<file path="src/rtl/edge_pkg.sv">
// Shared definitions for the edge-detection pipeline: default image geometry
// and the window-generator state encoding, used by the control unit,
// the window generator and the convolution stage.
package edge_pkg;

  localparam int CWG_DATA_W = 8;
  localparam int CWG_IMG_W  = 64;
  localparam int CWG_IMG_H  = 64;

  typedef enum logic [1:0] {
    IDLE   = 2'd0,
    STREAM = 2'd1,
    DRAIN  = 2'd2,
    DONE   = 2'd3
  } cwg_state_t;

endpackage

</file>
<file path="src/rtl/line_buffer.sv">
// Single-row delay line, IMG_W entries of DATA_W bits.
// Read is combinational on idx_i and returns the old entry; a write on the
// same edge replaces it, so chaining two instances gives two row delays.
module line_buffer #(
  parameter int DATA_W = 8,
  parameter int IMG_W  = 64,
  parameter int IDX_W  = $clog2(IMG_W)
) (
  input  logic              clk,
  input  logic              we_i,
  input  logic [IDX_W-1:0]  idx_i,
  input  logic [DATA_W-1:0] din_i,
  output logic [DATA_W-1:0] dout_o
);

  // Row storage; contents need no reset because every entry is written
  // before it is read into an emitted window.
  logic [DATA_W-1:0] mem_q [IMG_W];

  // Write the incoming pixel into its column slot.
  always_ff @(posedge clk) begin
    if (we_i) begin
      mem_q[idx_i] <= din_i;
    end
  end

  assign dout_o = mem_q[idx_i];

endmodule

</file>
<file path="src/rtl/conv_window_gen.sv">
// Streaming 3x3 window generator: raster pixels in, one window per interior
// pixel out, one cycle after the accept that completes it.
// Optional centre-coordinate outputs win_x/win_y when CONV_WINDOW_COORD_EN is defined.
module conv_window_gen
  import edge_pkg::*;
#(
  parameter int DATA_W = CWG_DATA_W,
  parameter int IMG_W  = CWG_IMG_W,
  parameter int IMG_H  = CWG_IMG_H
) (
  input  logic                clk,
  input  logic                reset,
  input  logic                start,
  input  logic                pix_valid,
  input  logic [DATA_W-1:0]   pix_data,
  output logic                pix_ready,
  output logic                win_valid,
  input  logic                win_ready,
  output logic [9*DATA_W-1:0] window,
  output logic                busy,
  output logic                frame_done
`ifdef CONV_WINDOW_COORD_EN
  ,
  output logic [$clog2(IMG_W)-1:0] win_x,
  output logic [$clog2(IMG_H)-1:0] win_y
`endif
);

  localparam int CW = $clog2(IMG_W);
  localparam int RW = $clog2(IMG_H);
  localparam logic [CW-1:0] COL_LAST = CW'(IMG_W - 1);
  localparam logic [RW-1:0] ROW_LAST = RW'(IMG_H - 1);

  cwg_state_t          state_q, state_d;
  logic [CW-1:0]       col_q, col_d;
  logic [RW-1:0]       row_q, row_d;
  logic                win_valid_q, win_valid_d;
  logic [9*DATA_W-1:0] win_q, win_d;
  logic [DATA_W-1:0]   lb0_dout, lb1_dout;
  logic                accept;
  logic                qualify;
  logic                last_pix;

  // An accept is blocked whenever a window is waiting, so the shift register
  // (which is also the output) cannot move under a stall.
  assign pix_ready = (state_q == STREAM) && (!win_valid_q || win_ready);
  assign accept    = pix_valid && pix_ready;
  assign qualify   = (row_q >= RW'(2)) && (col_q >= CW'(2));
  assign last_pix  = (row_q == ROW_LAST) && (col_q == COL_LAST);

  line_buffer #(.DATA_W(DATA_W), .IMG_W(IMG_W), .IDX_W(CW)) u_lb0 (
    .clk    (clk),
    .we_i   (accept),
    .idx_i  (col_q),
    .din_i  (pix_data),
    .dout_o (lb0_dout)
  );

  line_buffer #(.DATA_W(DATA_W), .IMG_W(IMG_W), .IDX_W(CW)) u_lb1 (
    .clk    (clk),
    .we_i   (accept),
    .idx_i  (col_q),
    .din_i  (lb0_dout),
    .dout_o (lb1_dout)
  );

  // Frame sequencing: arm on start, drain the final window, pulse done.
  always_comb begin
    state_d = state_q;
    case (state_q)
      IDLE:    if (start) state_d = STREAM;
      STREAM:  if (accept && last_pix) state_d = DRAIN;
      DRAIN:   if (!win_valid_q || win_ready) state_d = DONE;
      DONE:    state_d = IDLE;
      default: state_d = IDLE;
    endcase
  end

  // Raster position of the next pixel to be accepted.
  always_comb begin
    col_d = col_q;
    row_d = row_q;
    if ((state_q == IDLE) && start) begin
      col_d = '0;
      row_d = '0;
    end else if (accept) begin
      if (col_q == COL_LAST) begin
        col_d = '0;
        row_d = (row_q == ROW_LAST) ? '0 : row_q + RW'(1);
      end else begin
        col_d = col_q + CW'(1);
      end
    end
  end

  // Window shift: columns move left, new right column is {row-2, row-1, row}.
  always_comb begin
    win_d       = win_q;
    win_valid_d = win_valid_q;
    if (accept) begin
      for (int r = 0; r < 3; r++) begin
        win_d[DATA_W*(3*r+0) +: DATA_W] = win_q[DATA_W*(3*r+1) +: DATA_W];
        win_d[DATA_W*(3*r+1) +: DATA_W] = win_q[DATA_W*(3*r+2) +: DATA_W];
      end
      win_d[DATA_W*2 +: DATA_W] = lb1_dout;
      win_d[DATA_W*5 +: DATA_W] = lb0_dout;
      win_d[DATA_W*8 +: DATA_W] = pix_data;
    end
    if (accept && qualify) begin
      win_valid_d = 1'b1;
    end else if (win_ready) begin
      win_valid_d = 1'b0;
    end
  end

  // State, counters and window registers.
  always_ff @(posedge clk or posedge reset) begin
    if (reset) begin
      state_q     <= IDLE;
      col_q       <= '0;
      row_q       <= '0;
      win_q       <= '0;
      win_valid_q <= 1'b0;
    end else begin
      state_q     <= state_d;
      col_q       <= col_d;
      row_q       <= row_d;
      win_q       <= win_d;
      win_valid_q <= win_valid_d;
    end
  end

`ifdef CONV_WINDOW_COORD_EN
  logic [CW-1:0] win_x_q;
  logic [RW-1:0] win_y_q;

  // Centre coordinate captured alongside the window it describes.
  always_ff @(posedge clk or posedge reset) begin
    if (reset) begin
      win_x_q <= '0;
      win_y_q <= '0;
    end else if (accept && qualify) begin
      win_x_q <= col_q - CW'(1);
      win_y_q <= row_q - RW'(1);
    end
  end

  assign win_x = win_x_q;
  assign win_y = win_y_q;
`endif

  assign window     = win_q;
  assign win_valid  = win_valid_q;
  assign busy       = (state_q != IDLE);
  assign frame_done = (state_q == DONE);

endmodule

</file>
<file path="config.mk">
export PLATFORM = sky130hd
export DESIGN_NAME = conv_window_gen
export DESIGN_NICKNAME = d
export VERILOG_FILES = /design/src/rtl/edge_pkg.sv /design/src/rtl/line_buffer.sv /design/src/rtl/conv_window_gen.sv
export SDC_FILE = /design/constraint.sdc
export NUM_CORES = 1
export LEC_CHECK = 0
export ABC_AREA = 1
export ABC_CLOCK_PERIOD_IN_PS = 3600
export BUFFER_PORTS_ARGS = -buffer_cell sky130_fd_sc_hd__buf_2
export CAP_MARGIN = 20
export CORE_MARGIN = 4
export CORE_UTILIZATION = 35
export DETAILED_ROUTE_END_ITERATION = 10
export PLACE_DENSITY_LB_ADDON = 0.2
export SETUP_SLACK_MARGIN = 0.5
export SLEW_MARGIN = 20
export SYNTH_ARGS = -nofsm -noshare
export SYNTH_HDL_FRONTEND = slang
export SYNTH_SLANG_ARGS = --single-unit
</file>
<file path="constraint.sdc">
create_clock -name clk -period 3.6 [get_ports clk]
set_input_delay 0.72 -clock clk [delete_from_list [all_inputs] [get_ports clk]]
set_output_delay 0.72 -clock clk [all_outputs]
set_load 0.005 [all_outputs]
</file>
# After elaboration in Yosys (flattened, before gate mapping)
# Memory sizes are Yosys's and may differ from the RTL's. A register that Yosys moved wholly into a read port is not among the register bits.
# Cells that the tools add are included.
[totals]
regBits = 87
mem_bits_rw = 1024
output_inout_bits = 76
memories = 2
[classes]
n_addsub = 2
magnitude_cmp = 2
eq_ne = 8
muxes = 15
n_reduce_logical = 16
[memory_table]
columns = ["name", "words", "word_bits", "rd", "rd_ports_with_merged_regs", "wr", "line_no", "source"]
rows = [
  ["u_lb0.mem_q", 64, 8, 1, 0, 1, "line_buffer.sv:18", "logic [DATA_W-1:0] mem_q [IMG_W];"],
  ["u_lb1.mem_q", 64, 8, 1, 1, 1, "line_buffer.sv:18", ""],
]
[op_table]
columns = ["operator", "n"]
rows = [
  ["two-way mux 6 bit", 7],
  ["adder 6 x 1 -> 6 bit, second input constant", 2],
  ["equality test 6 bit, second input constant", 2],
  ["greater-or-equal comparator 6 x 2 -> 1 bit, second input constant", 2],
  ["case mux 2 bit (4 select lines)", 1],
  ["nonzero test 2 bit", 4],
  ["logical AND 1 bit", 7],
  ["two-way mux 2 bit", 3],
  ["equality test 2 bit, second input constant", 2],
  ["two-way mux 1 bit", 4],
  ["inequality test 2 bit, second input constant", 2],
  ["AND reduction 3 bit", 1],
  ["equality test 2 x 1 -> 1 bit, second input constant", 1],
  ["logical NOT 2 bit", 1],
  ["inequality test 2 x 1 -> 1 bit, second input constant", 1],
  ["AND reduction 2 bit", 1],
  ["logical NOT 1 bit", 1],
  ["logical OR 1 bit", 1],
]

# Logic depth before layout (Yosys ltp)
[depth]
ltp_word = 7
mapped_depth = 16
ltp_nobuf = 13

# By module
# Synthesis repeated with hierarchy kept, for this count alone.
[unflattened]
hier_cells = 4746
area_unflattened_um2 = 47490.5
[modules_own_cells]
columns = ["module", "instances", "cells_per_inst", "area_per_inst_um2", "seq_area_each_um2"]
rows = [
  ["line_buffer", 2, 2159, 21884.7, 15374.7],
  ["conv_window_gen", 1, 428, 3721.1, 2177.1],
]

# Least setup slack after synthesis
# OpenSTA, ideal clock, no wires.
[synth_timing]
kind = "input port to flip-flop"
start = "input win_ready"
end = "memory u_lb0.mem_q[50][0] (enable)"
arrival_time_ns = 2.535
t_required_ns = 3.191
slack_ns = 0.656
stages = 7
n_path_buf = 1
path_cell_list = "nor2_1 > nor2_1 > nand2_1 > clkinv_1 > buf_2 > nand2_1 > nor3_1"
[synth_between]
elab_chain_cells = 5
[synth_lines]
columns = ["element", "line_no", "source"]
rows = [
  ["from (decl)", "conv_window_gen.sv:18", "input logic win_ready,"],
  ["logical OR 1 bit", "conv_window_gen.sv:46", "assign pix_ready = (state_q == STREAM) && (!win_valid_q || win_ready);"],
  ["logical AND 1 bit", "conv_window_gen.sv:46", ""],
  ["named net pix_ready", "conv_window_gen.sv:16", "output logic pix_ready,"],
  ["logical AND 1 bit", "conv_window_gen.sv:47", "assign accept = pix_valid && pix_ready;"],
  ["two-way mux 1 bit", "line_buffer.sv:22", "if (we_i) begin"],
  ["two-way mux 1 bit (implied by the code)", "line_buffer.sv:23", "mem_q[idx_i] <= din_i;"],
  ["to (decl)", "line_buffer.sv:18", ""],
]
# The timed path passes the listed nets, and every way through them passes these cells.

# Final worst setup path
[layout_timing]
start = "register col_q[1]"
end = "memory u_lb1.mem_q[33][0] (enable)"
[layout_lines]
columns = ["element", "line_no", "source"]
rows = [
  ["from (decl)", "conv_window_gen.sv:35", "logic [CW-1:0] col_q, col_d;"],
  ["from (signal assigned)", "conv_window_gen.sv:126", "col_q <= col_d;"],
  ["to (decl)", "line_buffer.sv:18", ""],
]
# No word-level cell before the write port.

==> results_dict.tcl <==
set metrics [dict create \
    timing.fmax_ghz 0.341 \
    hold_path_class "in -> async" \
    grt_first_pass_wirelength_um 199000 \
    root_buffer "clkbuf_16" \
    htree_num_levels 3 \
    grt_max_degree 105 \
    clkLatencyLatePin_ns 0.74 \
    worstSetupEndpointType "register" \
    antenna_found_initial 4 \
    crit_fanout 16 \
    ys_types 34 \
    grt_usage_pct 18.8 \
    pre_cts_slack_ns 0.528 \
    criticalPathCategory "reg -> reg" \
    via_per_inst 4.75 \
    rows 134 \
    sw_frac_of_total_pct 38.1 \
    areaGrowthSynthToFinish_pct 15.2 \
    cts_tree "done" \
    ys_seq_area_share_pct 70.1 \
    num_vias 31858 \
    numPortBuffers 88 \
    drv_slew 0 \
    wl_per_cell_um 20.2 \
    rr_worst_depth 6 \
    clock-sinks 1111 \
    finalSetupViolations 0 \
    rr_startpoint "col_q[1]$_DFFE_PP0P_" \
    cts_made_buffers 120 \
    place.gp.congestion 0.813 \
    dp_hpwl_um 77000 \
    power_density_nw_per_um2 834 \
    power.share.sequential_pct 38.7 \
    drc 0 \
    finalHoldViolations 0 \
    clkPwrFrac_pct 26.2 \
    overflow 0 \
    synth_nets 4671 \
    dieArea_um2 140000 \
    synthCells 4650 \
    path_clk_slew_ns 0.06 \
    status "finished, final reports clean" \
    slew_headroom_pct 35.7 \
    intPower_w 0.0279 \
    worst_r2r_endpoint "u_lb1.mem_q[33][0]$_DFFE_PP_" \
    die_w_um 374 \
    core_um2 133000 \
    worst_ep_arrival_time_ns 3.32 \
    cts_buffer_depth 3 \
    comb_power_share_pct 35.0 \
    rrSetupSlack_ns 0.66 \
    cp-start-kind "register" \
    leakage_nw 23.1 \
    postLayoutSetupSlackWorst_ns 0.664 \
    initialDrtViolationCount 2715 \
    final_layout_size_suffix_gt1_share_pct 10.1 \
    skew_ns 0.0354 \
    dr.pass1.iters 8 \
    num-nets-final 4855 \
    ant_nets 0 \
    tns_ns 0 \
    worstPathRequired_ns 3.98 \
    min_period_ns 2.94 \
    initial_utilization_pct 35.2 \
    io_pins 89 \
    fp.dieH_um 374 \
    worstMarginPinSlew_ns 0.964 \
    power_w 0.0451 \
    totalWireLength_um 135000 \
    syn_area_per_cell_um2 10.1 \
    power_switching_w 0.0172 \
    drv_cap 0 \
    yosys_register_bits 1111 \
    rsz0062_at_grt "no" \
    vdd_ir_drop_max_uv 702 \
    yosysWarningCount 0 \
    fin_crit_sh_pct 81.6 \
    grt_pass1_vias 30059 \
    synth_area_um2 47000 \
]
per-layer routing:
| metal | vias to the layer above | track usage (%) | part of all wire (%) |
|---|---|---|---|
| met5 | - | 0 | 0 |
| li1 | 15355 | - | - |
| met4 | 0 | 5.09 | 2.4 |
| met1 | 15527 | 26.7 | 45 |
| met2 | 783 | 30.6 | 47 |
| met3 | 193 | 2.40 | 5.2 |
power by group through the flow:
stage          Clock (W)  Combinational, W  Sequential [W]
2_1_floorplan          0           0.00916          0.0177
3_3_place_gp           0            0.0158          0.0177
3_5_place_dp           0            0.0158          0.0177
4_1_cts           0.0121            0.0159          0.0175
5_1_grt           0.0126            0.0175          0.0175
6_report          0.0118            0.0158          0.0175
state kept, by name, indices dropped and copies added (netlist names):
signal,count
col_q,6
row_q,6
state_q,2
u_lb0.mem_q,512
u_lb1.mem_q,512
win_valid,1
window,72
cell usage after synthesis:
library cell / n / area (um^2)
clkbuf_1: 31 / 116
nand3_1: 20 / 100
edfxtp_1: 1024 / 30700
clkinv_1: 1 / 3.75
inv_4: 2 / 12.5
dfrtp_1: 87 / 2180
o21a_1: 1 / 7.51
inv_1: 61 / 229
or2_2: 2 / 12.5
nor2_4: 2 / 22.5
nand2_2: 1 / 6.26
inv_2: 5 / 18.8
o311ai_0: 1 / 8.76
nor3_4: 1 / 16.3
o21ai_0: 22 / 110
nor2_1: 116 / 435
nor3_1: 8 / 40.0
o22ai_1: 1 / 6.26
nor2_2: 2 / 12.5
nor3_2: 3 / 30.0
o211ai_1: 10 / 75.1
nand4_1: 3 / 18.8
o31ai_1: 2 / 15.0
o21ai_1: 7 / 35.0
buf_4: 28 / 210
o21ai_2: 1 / 8.76
buf_1: 24 / 90.1
ha_1: 8 / 100
buf_2: 114 / 571
a21oi_1: 5 / 25.0
nand2_1: 3027 / 11400
buf_6: 27 / 304
nand3b_1: 1 / 7.51
a211oi_1: 2 / 15.0
through the flow:
step / instances / hold WS, ns / utilization, % / cell area (um^2)
3_3_place_gp: 6477 / 0.457 / 37.7 / 50300
4_1_cts: 6701 / 0.104 / 40.6 / 54100
5_1_grt: 6704 / 0.153 / 40.6 / 54100
2_1_floorplan: 4650 / 0.472 / - / 47000
3_5_place_dp: 6477 / 0.462 / 37.7 / 50300
6_report: 6706 / 0.118 / 40.6 / 54100
area by class of cell:
cell class	count	area, um^2
antenna	2	5.00
clock buffer	162	3320
clock inverter	62	435
fill	12948	79200
inverter	69	300
multi-input combinational	3246	12600
sequential	1111	32900
tap	1768	2210
timing repair buffer	285	2310
timing repair inverter	1	11.3
what timing repair did:
action,in CTS,in global routing
resized for setup,1,5
hold buffers,0,0
gates cloned,0,1
setup endpoints to repair,22,231
buffers inserted,0,2
layout by cell type, fill, tap and decap left out, types with 7 or more instances in the layout:
cell and n:
clkinv_1 29, nand2_1 3018, buf_4 165, clkbuf_8 10
dfrtp_1 84, inv_1 60, o21ai_0 22, nor2_2 9
nand2_4 7, clkinv_2 22, buf_12 31, nor2_1 109
o211ai_1 10, clkbuf_1 29, buf_2 88, ha_1 8
edfxtp_1 1024, o21ai_1 7, clkbuf_16 123, nor3_2 8
nand3_1 20
worst max path at each step:
stage | cells after the start | slack [ns] | startpoint | end
6_report | 6 | 0.66 | col_q[1]$_DFFE_PP0P_ | u_lb1.mem_q[33][0]$_DFFE_PP_
5_1_grt | 11 | 0.56 | col_q[0]$_DFFE_PP0P_ | u_lb1.mem_q[48][6]$_DFFE_PP_
4_1_cts | 13 | 0.57 | col_q[0]$_DFFE_PP0P_ | u_lb1.mem_q[12][2]$_DFFE_PP_
3_5_place_dp | 13 | 0.53 | col_q[0]$_DFFE_PP0P_ | u_lb1.mem_q[9][5]$_DFFE_PP_
3_3_place_gp | 13 | 0.60 | col_q[0]$_DFFE_PP0P_ | u_lb1.mem_q[8][5]$_DFFE_PP_
2_1_floorplan | 1 | 0.63 | reset | col_q[0]$_DFFE_PP0P_
critical path, stage by stage, from the launching register on:
cell and delay, ns:
dfrtp_4 0.59, nor2_1 0.61, buf_4 0.27, nand3_1 0.35
buf_4 0.33, nor2_1 0.09, buf_4 0.32
logic make-up (layout without fill, tap and decap cells):
group                      count (synthesis)  count (layout)  share of synthesized area (%)
AOI/OAI and AO/OA                         52              52                          0.653
adders and majority gates                  8               8                          0.213
buffers and inverters                    293             579                           3.31
and+or+nand+nor                         3186            3186                           25.7
DFF                                     1111            1111                           70.1
other                                      0               2                              0
Note: power is estimated with default switching activity, not from simulation.
